File: config.mk
export PLATFORM = sky130hd
export DESIGN_NAME = fpu_op_sequencer
export DESIGN_NICKNAME = d
export VERILOG_FILES = /design/src/rtl/fpu_op_sequencer.sv
export SDC_FILE = /design/constraint.sdc
export NUM_CORES = 1
export LEC_CHECK = 0
export CORE_UTILIZATION = 30
export CTS_BUF_LIST = sky130_fd_sc_hd__clkbuf_4 sky130_fd_sc_hd__clkbuf_8
export DETAILED_ROUTE_END_ITERATION = 7
export GPL_TIMING_DRIVEN = 0
export PLACE_DENSITY = 0.56
export SYNTH_ARGS = -nofsm -noshare
export SYNTH_HDL_FRONTEND = slang
export SYNTH_SLANG_ARGS = --single-unit
export TNS_END_PERCENT = 1
File: constraint.sdc
create_clock -name CLK -period 1.9 [get_ports CLK]
set_input_delay 0.19 -clock CLK [delete_from_list [all_inputs] [get_ports CLK]]
set_output_delay 0.19 -clock CLK [all_outputs]
set_load 0.05 [all_outputs]
File: src/rtl/fpu_op_sequencer.sv
// ---------------------------------------------------------------------------
// fpu_op_sequencer
//   Single-outstanding-operation controller in front of the 8-bit FPU
//   datapath. Accepts one {op, A, B} request, presents the registered
//   operands to the exception checker, and then either returns a substituted
//   result (exception path) or runs the arithmetic unit with a timeout
//   (datapath path). Results leave over a valid/ready handshake. Sticky
//   exception flags are kept for software.
//
// Ports
//   CLK, RST_N                     clock (rising edge), async active-low reset
//   IN_VALID/IN_READY              request handshake
//   IN_OP, IN_A, IN_B              request operation and operands
//   EXC_OP, EXC_A, EXC_B           registered request to the exception checker
//   EXC_IS_EXCEPTION, EXC_CODE     checker response (combinational from EXC_*)
//   DP_START                       one-cycle start pulse to the arithmetic unit
//   DP_DONE, DP_RESULT             arithmetic unit completion and result
//   OUT_VALID/OUT_READY            result handshake
//   OUT_RESULT, OUT_EXCE           result and its exception code
//   OUT_TIMEOUT                    result came from a timeout abort
//   CLR_STICKY                     clear sticky flags
//   STICKY                         {timeout, div_zero, invalid}
// ---------------------------------------------------------------------------

`ifndef _NO_EXCE
`define _NO_EXCE       3'd0
`define _qNAN_EXCE     3'd1
`define _sNAN_EXCE     3'd2
`define _INF_EXCE      3'd3
`define _ZERO_DIV_EXCE 3'd4
`endif

`ifndef _ADDITION
`define _ADDITION       2'd0
`define _SUBTRACTION    2'd1
`define _MULTIPLICATION 2'd2
`define _DIVISION       2'd3
`endif

module fpu_op_sequencer #(
    parameter int unsigned TIMEOUT_CYCLES = 16,
    parameter logic [7:0]  CANON_NAN      = 8'hFF,
    parameter logic [6:0]  INF_MAG        = 7'h78
) (
    input  logic       CLK,
    input  logic       RST_N,
    input  logic       IN_VALID,
    output logic       IN_READY,
    input  logic [1:0] IN_OP,
    input  logic [7:0] IN_A,
    input  logic [7:0] IN_B,
    output logic [1:0] EXC_OP,
    output logic [7:0] EXC_A,
    output logic [7:0] EXC_B,
    input  logic       EXC_IS_EXCEPTION,
    input  logic [2:0] EXC_CODE,
    output logic       DP_START,
    input  logic       DP_DONE,
    input  logic [7:0] DP_RESULT,
    output logic       OUT_VALID,
    input  logic       OUT_READY,
    output logic [7:0] OUT_RESULT,
    output logic [2:0] OUT_EXCE,
    output logic       OUT_TIMEOUT,
    input  logic       CLR_STICKY,
    output logic [2:0] STICKY
);

    // Counter only has to reach TIMEOUT_CYCLES-1.
    localparam int unsigned   CW       = (TIMEOUT_CYCLES > 2) ? $clog2(TIMEOUT_CYCLES) : 1;
    localparam logic [CW-1:0] CNT_LAST = CW'(TIMEOUT_CYCLES - 1);

    typedef enum logic [1:0] {
        IDLE  = 2'd0,
        CHECK = 2'd1,
        EXEC  = 2'd2,
        DONE  = 2'd3
    } state_t;

    state_t        state;
    logic [CW-1:0] cnt;
    logic [2:0]    sticky_set;
    logic          code_invalid;
    logic          code_div_zero;
    logic          exec_timeout;

    assign IN_READY = (state == IDLE);

    // The checker answers combinationally from EXC_*, which are only valid
    // from the CHECK cycle on, so the start pulse cannot be registered
    // without losing a cycle: it is decoded from the CHECK state instead.
    assign DP_START = (state == CHECK) && !EXC_IS_EXCEPTION;

    assign code_invalid  = (EXC_CODE == `_qNAN_EXCE) ||
                           (EXC_CODE == `_sNAN_EXCE) ||
                           (EXC_CODE == `_INF_EXCE);
    assign code_div_zero = (EXC_CODE == `_ZERO_DIV_EXCE);

    // DP_DONE has priority over an expiring counter in the same cycle.
    assign exec_timeout = (state == EXEC) && !DP_DONE && (cnt == CNT_LAST);

    // Flags to raise on the edge that enters DONE.
    always_comb begin
        sticky_set = 3'b000;
        if (state == CHECK && EXC_IS_EXCEPTION) begin
            sticky_set[0] = code_invalid;
            sticky_set[1] = code_div_zero;
        end
        if (exec_timeout)
            sticky_set[2] = 1'b1;
    end

    always_ff @(posedge CLK or negedge RST_N) begin
        if (!RST_N) begin
            state       <= IDLE;
            cnt         <= '0;
            EXC_OP      <= 2'd0;
            EXC_A       <= 8'd0;
            EXC_B       <= 8'd0;
            OUT_VALID   <= 1'b0;
            OUT_RESULT  <= 8'd0;
            OUT_EXCE    <= `_NO_EXCE;
            OUT_TIMEOUT <= 1'b0;
            STICKY      <= 3'b000;
        end else begin
            // A set in the same cycle as a clear wins for that bit.
            STICKY <= (CLR_STICKY ? 3'b000 : STICKY) | sticky_set;

            case (state)
                IDLE: begin
                    if (IN_VALID) begin
                        EXC_OP <= IN_OP;
                        EXC_A  <= IN_A;
                        EXC_B  <= IN_B;
                        state  <= CHECK;
                    end
                end

                CHECK: begin
                    if (EXC_IS_EXCEPTION) begin
                        // Bypass the arithmetic unit with a substituted result.
                        OUT_EXCE    <= EXC_CODE;
                        OUT_RESULT  <= code_div_zero ? {EXC_A[7] ^ EXC_B[7], INF_MAG}
                                                     : CANON_NAN;
                        OUT_TIMEOUT <= 1'b0;
                        OUT_VALID   <= 1'b1;
                        state       <= DONE;
                    end else begin
                        cnt   <= '0;
                        state <= EXEC;
                    end
                end

                EXEC: begin
                    if (DP_DONE) begin
                        OUT_RESULT  <= DP_RESULT;
                        OUT_EXCE    <= `_NO_EXCE;
                        OUT_TIMEOUT <= 1'b0;
                        OUT_VALID   <= 1'b1;
                        state       <= DONE;
                    end else if (exec_timeout) begin
                        OUT_RESULT  <= CANON_NAN;
                        OUT_EXCE    <= `_NO_EXCE;
                        OUT_TIMEOUT <= 1'b1;
                        OUT_VALID   <= 1'b1;
                        state       <= DONE;
                    end else begin
                        cnt <= cnt + CW'(1);
                    end
                end

                DONE: begin
                    // Result and code are held until the consumer takes them.
                    if (OUT_READY) begin
                        OUT_VALID   <= 1'b0;
                        OUT_TIMEOUT <= 1'b0;
                        state       <= IDLE;
                    end
                end

                default: state <= IDLE;
            endcase
        end
    end

endmodule

# Word level (Yosys, flattened, before mapping)
# Cells that the tools add are included.
# word_totals
word_cells,74
register_bits,40
# classes
reduce_logical,16
n_eq_ne,15
muxes,30
addsub,1
bitwise_logic,2
# ops
operator,n
2-to-1 mux 8 bit,4
one-hot mux 8 bit (2 select lines),1
2-to-1 mux 3 bit,4
2-to-1 mux 4 bit,3
"!= test 2 bit, second input constant",6
2-to-1 mux 2 bit,5
2-to-1 mux 1 bit,8
one-hot mux 2 bit (4 select lines),1
one-hot mux 4 bit (2 select lines),1
AND reduction 4 bit,2
"equality test 3 x 2 -> 1 bit, second input constant",2
one-hot mux 1 bit (3 select lines),2
one-hot mux 3 bit (2 select lines),1
AND reduction 3 bit,2
"adder 4 x 1 -> 4 bit, second input constant",1
"equality test 2 bit, second input constant",2
"equality test 4 bit, second input constant",1
logical AND 1 bit,4
"equality test 3 x 1 -> 1 bit, second input constant",1
"equality test 3 bit, second input constant",1
"!= test 3 bit, second input constant",1
bitwise OR 3 bit,1
nonzero test 3 bit,1
"equality test 2 x 1 -> 1 bit, second input constant",1
other kinds (6),8

# Longest topological paths before layout
# logic_depth
ltp_word,6
ltp_mapped,7
ltp_nobuf,6

# Worst setup path after synthesis
# OpenSTA, ideal clock, no wires.
# synth_timing
path_type,reg-to-reg
start,register state[0]
end,register EXC_A[0]
synth_period_minus_slack_ps,1968
required_ps,1775
path_buffers,1
path_stages_with_launch,6
slack_ps,-68
arrival_time_ps,1843
path_cell_list,dfrtp_1 > inv_1 > ha_1 > nand2_1 > buf_2 > mux2_2
# synth_via
elab_chain_cells,2
# synth_rtl
element,line_no,source
"start, declared",80,state_t state;
"start signal, assigned",115,state <= IDLE;
"start signal, assigned",135,state <= CHECK;
"start signal, assigned",147,state <= DONE;
zero test 2 bit,--,
named net IN_READY,48,"output logic IN_READY,"
AND reduction 2 bit (no source line),--,
"end signal, assigned",118,EXC_A <= 8'd0;
"end signal, assigned",133,EXC_A <= IN_A;
"end, declared",53,"output logic [7:0] EXC_A,"
# The timed path passes the listed nets, and every way through them passes these cells.
# A chain may end at the register's enable or synchronous reset.

# Worst setup path in the final report
# layout_timing
start,register state[0]
end,register state[0]
# layout_via
elab_chain_cells,5
# layout_rtl
element,line_no,source
equality test 2 bit,"100, 129",
logical AND 1 bit (2 in series),100,assign exec_timeout = (state == EXEC) && !DP_DONE && (cnt == CNT_LAST);
!= test 3 bit (no source line),--,
AND reduction 3 bit (no source line),--,
# Several ways; a longest one is shown, not always the timed one.

==> metrics.md <==
| Metric | Value |
|---|---|
| Clk slew on worst S/H paths | 0.08 ns |
| Detailed Route WL | 3910 um |
| Antenna violations before repair | 0 |
| GR Util All Layers | 13.3% |
| DRT Pass-1 Iters | 4 |
| Pwr dens | between 1500 and 2000 nW/um^2 |
| Bufs on Longest Clock Path | 2 |
| Endpoints failing setup | 0 |
| FMAX | 0.550 GHz |
| Largest net degree at the start of global routing | 39 |
| Final Cycle Share | a little over nine tenths |
| Vias in the first global route | around 1,300 |
| Worst hold path type | input port to async pin |
| TritonCTS clock tree | built |
| Critical path startpoint category | flop |
| Vias per cell | 4.57 |
| Unrepaired setup endpoints after global routing | yes |
| Clk_skew | 0.00600 ns |
| DR iter-0 viols | 33 |
| Die area | 6210 um^2 |
| Status | finished, final reports clean |
| Initial cell density of the core | 31.5% |
| P_sw | 2.54 mW |
| IO buf count | slightly above 70 |
| Pint | 2.88 mW |
| Synth unique cells | 27 |
| Critical path type | flop to flop |
| First-pass GRT wire length | 6290 um |
| Post-route ant nets | 0 |
| Mean post-synth cell area | 11.4 um^2 |
| Clock power share | between 10% and 20% |
| Max Cap Viol | 0 |
| Worst-Margin Slew | between 0.5 and 0.6 ns |
| Via count | 1,427 |
| Synthesis-to-finish area growth | 55.4% |
| Die W | between 70 and 80 um |
| Fin. Hold Viols | 0 |
| Post-synth top area share | 56.6% |
| Final Slew Violations | 0 |
| Peak supply drop | 0.000864 V |
| Top layer in use | met4 |
| Critical Path RT | about 2.1 ns |
| Worst-path maximum fanout | 10 |
| Critical Path Sink Type | flop |
| Avg WL per Cell | 12.5 um |
| Clock sink count | 40 |
| Hold_ws | 0.237 ns |
| Cell taking the most area after synthesis | dfrtp_1 |
| Crit path time final | between 1.5 and 2 ns |
| GP Congestion | 0.736 |
| Sw Ratio | ~47% |
| DR WL met2 | about 1900 um |
| CTS Buf Count | 5 |
| DRC viols | 0 |
| Synth Cell Area | 1770 um^2 |
| Final layout net count | 281 |
| Top post-synthesis cells by area | dfrtp_1 57%, mux2_2 11%, o21ai_0 5.9% |
| Gate Count Post-Synth | 155 |
| YS warnings | 0 |
| IO Count | 72 |
| Rows | 27 |
| Sequential share of the synthesized area | 56.6% |
| Routed length on met3 | 246 um |
| Reg power frac | 26.6% |
| Clock Root Buffer | clkbuf_8 |
| Setup TNS | 0 ns |
| Chip Height | 78.8 um |
| Worst path arrival time | 2.00 ns |
| CORE AREA | 5610 um^2 |
| Ant. Diodes | 0 |
| H-Tree Depth | 2 |
| Residual overflow from global routing | 0 |
| Post-synthesis register bit count | 40 |
| M1 wire length | ~1800 um |
| Overall Power | around 5.4 mW |
| Static leakage | 1.18 nW |
| Hpwl dp | 2850 um |
| Fill count | ~540 |
| Fin util | 49.0% |
| Synth Net Count | 197 |
| Most common cell after layout, fill and taps aside | clkdlybuf4s50_1 |
| Relative slew slack | roughly two thirds |
| Clock latency on the worst-skew pair | 0.29 ns |
| Most frequent cells in the layout | 68 x clkdlybuf4s50_1, 40 x dfrtp_1, 21 x o21ai_0, 18 x nand2_1, 18 x mux2_2 |
| Combinational power share | roughly 61% |
| Fraction of layout cells with a size suffix above 1 | 17.5% |
Yosys cell counts:
| master | n |
|---|---|
| a21oi_1 | 3 |
| a222oi_1 | 1 |
| and3_1 | 1 |
| and4b_1 | 1 |
| buf_2 | 4 |
| dfrtp_1 | 40 |
| ha_1 | 6 |
| inv_1 | 8 |
| mux2_2 | 18 |
| mux2i_1 | 1 |
| nand2_1 | 19 |
| nand2_2 | 1 |
| nand2b_1 | 6 |
| nand3_1 | 2 |
| nand3b_1 | 2 |
| nor2_1 | 6 |
| nor2b_1 | 2 |
| o2111ai_4 | 1 |
| o211ai_1 | 2 |
| o21ai_0 | 21 |
| o21ai_1 | 1 |
| o22ai_1 | 3 |
| o31ai_1 | 1 |
| o32ai_1 | 1 |
| or2_1 | 1 |
| or3_1 | 2 |
| xor2_1 | 1 |
sequential cells by signal (all words and copies together), names as in the netlist:
| signal | count |
|---|---|
| EXC_A | 8 |
| EXC_B | 8 |
| EXC_OP | 2 |
| OUT_EXCE | 3 |
| OUT_RESULT | 8 |
| OUT_TIMEOUT | 1 |
| OUT_VALID | 1 |
| STICKY | 3 |
| cnt | 4 |
| state | 2 |
per-stage QoR:
stage | area (um^2) | setup WS (ns) | std cells
after CTS | 2710 | -0.0134 | 308
after detailed placement | 2590 | -0.0214 | 299
after global routing | 2750 | -0.0354 | 312
after global placement | 2570 | -0.452 | 298
after floorplan | 1770 | 0.148 | 155
final | 2750 | 0.0808 | 312
logic make-up after synthesis:
group,count (synthesis),synth area share [%]
adder cells (fa/ha/maj),6,4.24
AND/OR/NAND/NOR,43,11.9
multiplexers,19,12.0
flip-flops,40,56.6
buffers and inverters,12,2.83
XOR/XNOR,1,0.495
AO/OA/AOI/OAI,34,12.0
worst max-delay path, stage by stage (launching register included):
cell and delay [ns]:
dfrtp_1 0.41, inv_2 0.08, ha_1 0.22, buf_4 0.18
nor2b_1 0.13, a222oi_1 0.29, buf_4 0.18, and4b_1 0.19
a21oi_1 0.04
final cells by class:
type	instances	area (um^2)	area share, %
clock buffer	6	76.3	2.78
inverter	8	30.0	1.09
sequential	40	1000	36.4
buffer	4	22.5	0.819
clock inverter	2	35.0	1.27
multi-input combinational	103	728	26.5
tap	72	90.1	3.28
timing repair buffer	77	766	27.9
final timing paths:
check | startpoint | end | slack, ns | cells past startpoint
max | state[0] | state[0] | 0.08 | 8
min | RST_N | OUT_RESULT[5] | 0.24 | 2
max reg2reg | state[0] | state[0] | 0.08 | 8
min reg2reg | OUT_RESULT[5] | OUT_RESULT[5] | 0.48 | 2
max in group asynchronous | RST_N | EXC_A[2] | 1.25 | 3
min in group CLK | OUT_RESULT[5] | OUT_RESULT[5] | 0.48 | 2
layer usage:
layer	vias to the layer above	GRT usage, %
met3	5	3.91
met5	-	0
met4	0	4.44
met2	44	20.7
li1	710	-
met1	668	17.5
power groups by stage:
stage / Combinational (mW) / Clock, mW / Sequential, mW
after floorplan: 1.03 / 0 / 2.61
final: 3.29 / 0.694 / 1.44
after CTS: 3.23 / 0.722 / 1.45
after global routing: 3.51 / 0.763 / 1.50
after global placement: 3.21 / 0 / 1.45
after detailed placement: 3.23 / 0 / 1.46
repair_timing:
action                     4_1_cts  5_1_grt
setup buffers                    0        4
resized for setup                5        4
hold buffers                     1        0
pin swaps                        0        2
hold endpoints to repair        40        0
setup endpoints to repair        4       24
Note: power is estimated with default switching activity, not from simulation.
==> RTL change 1: new RTL, same settings <==
`TIMEOUT_CYCLES`: 16 -> 64.
--- a/src/rtl/fpu_op_sequencer.sv
+++ b/src/rtl/fpu_op_sequencer.sv
@@ -38,7 +38,7 @@
 `endif
 
 module fpu_op_sequencer #(
-    parameter int unsigned TIMEOUT_CYCLES = 16,
+    parameter int unsigned TIMEOUT_CYCLES = 64,
     parameter logic [7:0]  CANON_NAN      = 8'hFF,
     parameter logic [6:0]  INF_MAG        = 7'h78
 ) (
Behaviour: same outputs for any inputs over 10 cycles, from zero or initial values and one cycle with RST_N low; that may be too few to reach the edited logic, so the function may still have changed.
==> RTL change 1 against the unedited design <==
The flow now finishes with violations (design-rule violations). Global-route usage grew 0.92 points. Combinational power fell by 5%. Sequential share of layout area fell by 1.7 points. Clock power increased by 4.6%. Setup slack worse by 0.012 ns. Critical path type is now flop to primary output. Via count grew 18%. Critical endpoint is now IN_READY. Wire length rose by 25%. Final cell count increased by 10%. Power shrank 0.83%. Cell area grew 10%. Sequential cell count grew 2. Synthesized area rose by 17%. Count of clock-buffer cells in the layout up 1.
==> RTL change 1: results (changes against the unedited design) <==
[outcome]
status=finished with violations  ; was completed
violations=design-rule violations

[setup_path]
crit_slowest_cell=dlygate4sd2_1  ; was dfrtp_1
critPathMaxStageDelay_ns=0.54  ; was 0.41 ns
cp_max_fo=5  ; was 10
worstSetupPathType=flop to primary output  ; was flop to flop
critical_path.endpoint=IN_READY  ; was state[0]

[placement]
gp_congestion=0.762  ; was 0.736
dp_hpwl_um=3570  ; was 2850 µm
dp_slack_ns=-0.183  ; was -0.0214 ns
dp_cells=335  ; was 299
placed_area_mm2=0.00289  ; was 0.00259 mm²

[final_layout]
clk_share_pct=3.76  ; was 4.05%
fin_nets=308  ; was 281
multi_input_comb_cells=118  ; was 103
seq_area_share_pct=34.7  ; was 36.4%
multi_input_area_share_pct=29.8  ; was 26.5%
regArea_mm2=0.00105  ; was 0.00100 mm²
clkbuf_count=7  ; was 6

[route]
met3WireLength_um=278  ; was 246 µm
dr.pass1.iters=6  ; was 4
wl_met2_um=2230  ; was 1860 µm
detail_route.wl_per_cell_um=14.2  ; was 12.5 µm
drt_iter0_drc=71  ; was 33
wl_met1_um=2370  ; was 1770 µm
vias_per_cell=4.89  ; was 4.57
drc=4  ; was 0

[logic_synthesis]
ys_top_cells_by_count=dfrtp_1, inv_1, mux2_2  ; was dfrtp_1, o21ai_0, nand2_1
syn_nets=228  ; was 197
netlist_instances=186  ; was 155
synth_cell_types=41  ; was 27
synth_area_leaders=dfrtp_1, mux2_2, mux2i_1  ; was dfrtp_1, mux2_2, o21ai_0

[pwr]
vdd_ir_drop_max_mv=0.942  ; was 0.864 mV
p_int_mw=2.88  ; about the same
p_leak_nw=1.30  ; was 1.18 nW
p_clk_mw=0.726  ; was 0.694 mW
combPwrFrac_pct=58.1  ; was 60.6%

[global_routing]
met3_usage_pct=4.77  ; was 3.91%
grt_util_met1_pct=18.7  ; was 17.5%

[sta]
relSlewSlack_pct=64.3  ; was 65.3%

[clock_tree]
postCtsResizedCells=10  ; was 5
clock-sinks=42  ; was 40

==> RTL change 1: how the worst min path moves through the flow <==
stage,start,end,slack [ns],cells after the start
finish,RST_N,OUT_EXCE[1],0.42,2
global placement,OUT_VALID,OUT_VALID,0.48,1
CTS,RST_N,STICKY[2],0.43,2
floorplan,RST_N,EXC_A[0],-0.11,0
detailed placement,RST_N,STICKY[2],0.21,1
global route,RST_N,STICKY[2],0.46,2
==> RTL change 1: cells by family after synthesis <==
group	count (synthesis)	share of synthesized area, %
buf+inv	26	6.13
compound gates	38	13.4
xor+xnor	2	0.850
simple gates	45	10.8
mux	27	14.3
flops	42	51.0
fa+ha+maj	6	3.64
==> RTL change 1: worst reg2reg max path: cells and delay by family, from the launching register on <==
family | cells | cell delay [ns]
multiplexers | 1 | 0.34
flip-flops | 1 | 0.44
buffers and inverters | 2 | 0.28
AO/OA/AOI/OAI | 1 | 0.25
adder cells (fa/ha/maj) | 1 | 0.17
AND/OR/NAND/NOR | 2 | 0.24
==> RTL change 2: new RTL, same settings <==
Made on the original files. Re-encode `state_t` (4 states) as one-hot, 4 bits wide.
--- a/src/rtl/fpu_op_sequencer.sv
+++ b/src/rtl/fpu_op_sequencer.sv
@@ -70,11 +70,11 @@
     localparam int unsigned   CW       = (TIMEOUT_CYCLES > 2) ? $clog2(TIMEOUT_CYCLES) : 1;
     localparam logic [CW-1:0] CNT_LAST = CW'(TIMEOUT_CYCLES - 1);
 
-    typedef enum logic [1:0] {
-        IDLE  = 2'd0,
-        CHECK = 2'd1,
-        EXEC  = 2'd2,
-        DONE  = 2'd3
+    typedef enum logic [3:0] {
+        IDLE  = 4'b0001,
+        CHECK = 4'b0010,
+        EXEC  = 4'b0100,
+        DONE  = 4'b1000
     } state_t;
 
     state_t        state;
Check against the original RTL: same outputs for any inputs over 10 cycles, from zero or initial values and one cycle with RST_N low; not proved beyond that.
==> RTL change 2 against the unedited design <==
Fmax barely moved. Cell area grew 1.6%. Setup slack better by 0.0012 ns. Wire length rose by 6.7%. Power fell by 8.8%. Sequential cell count is 2 higher. Largest cell class unchanged. Worst hold slack better by 0.051 ns. Synthesized area grew 3.4%. Utilization fell by 1.5 points.
==> RTL change 2: results (changes against the unedited design) <==
[sta]
relSlewSlack_pct=65.1  ; was 65.3%
skew_ns=0.00525  ; was 0.00600 ns

[floorplan]
rows=28  ; was 27

[setup_path]
path_delay_family=simple AND/OR/NAND/NOR gates  ; was buffers and inverters
crit-reg2reg-launch=state[3]  ; was state[0]
critPathMaxStageDelay_ns=0.50  ; was 0.41 ns
crit_slowest_cell=or4b_1  ; was dfrtp_1

[route]
wl_met1_um=1870  ; was 1770 µm
drt_iter0_drc=40  ; was 33
vias=1411  ; was 1427
met3WireLength_um=194  ; was 246 µm
vias_per_cell=4.64  ; was 4.57
wl_um=4180  ; was 3910 µm

[final_layout]
drive_gt1_share_pct=21.0  ; was 17.5%
n_all_buffers=80  ; was 81
clkbuf_count=7  ; was 6

[logic_synthesis]
syn_nets=185  ; was 197
synth_area_leaders=dfrtp_1, mux2_2, nand2_1  ; was dfrtp_1, mux2_2, o21ai_0
ys_seq_elements=42  ; was 40
netlist_instances=148  ; was 155

[placement]
gp_congestion=0.742  ; was 0.736
placed_area_mm2=0.00265  ; was 0.00259 mm²

[global_routing]
grt.total_usage_pct=13.9  ; was 13.3%
met3_usage_pct=3.52  ; was 3.91%

[pwr]
p_total_mw=4.95  ; was 5.42 mW
power_switching_mw=2.22  ; was 2.54 mW
p_leak_nw=1.19  ; was 1.18 nW

[outcome]
status=completed  ; unchanged

RTL change 2: repair_timing:
item,4_1_cts,5_1_grt
hold endpoints to repair,7,0
gates cloned,0,0
hold buffers,1,0
resized for setup,9,4
endpoints found under the setup margin,5,5
RTL change 2: kinds of logic (layout without fill, tap and decap cells):
logic type               count (synthesis)  count (layout)  synth area share (%)
flip-flops                              42              42                  57.5
AO/OA/AOI/OAI                           36              36                  14.4
AND/OR/NAND/NOR                         36              36                  11.5
multiplexers                            18              18                  11.1
buffers and inverters                   14              95                  4.38
adder cells (fa/ha/maj)                  1               1                 0.684
XOR/XNOR                                 1               1                 0.479
RTL change 2: path summary, 6_finish.rpt:
kind,to,slack (ns),cells past startpoint
max,OUT_RESULT[1],0.08,7
min,OUT_TIMEOUT,0.29,2
max reg2reg,OUT_RESULT[1],0.08,7
min reg2reg,OUT_EXCE[0],0.48,2
max in group asynchronous,EXC_A[2],1.17,3
min in group CLK,OUT_EXCE[1],0.48,3
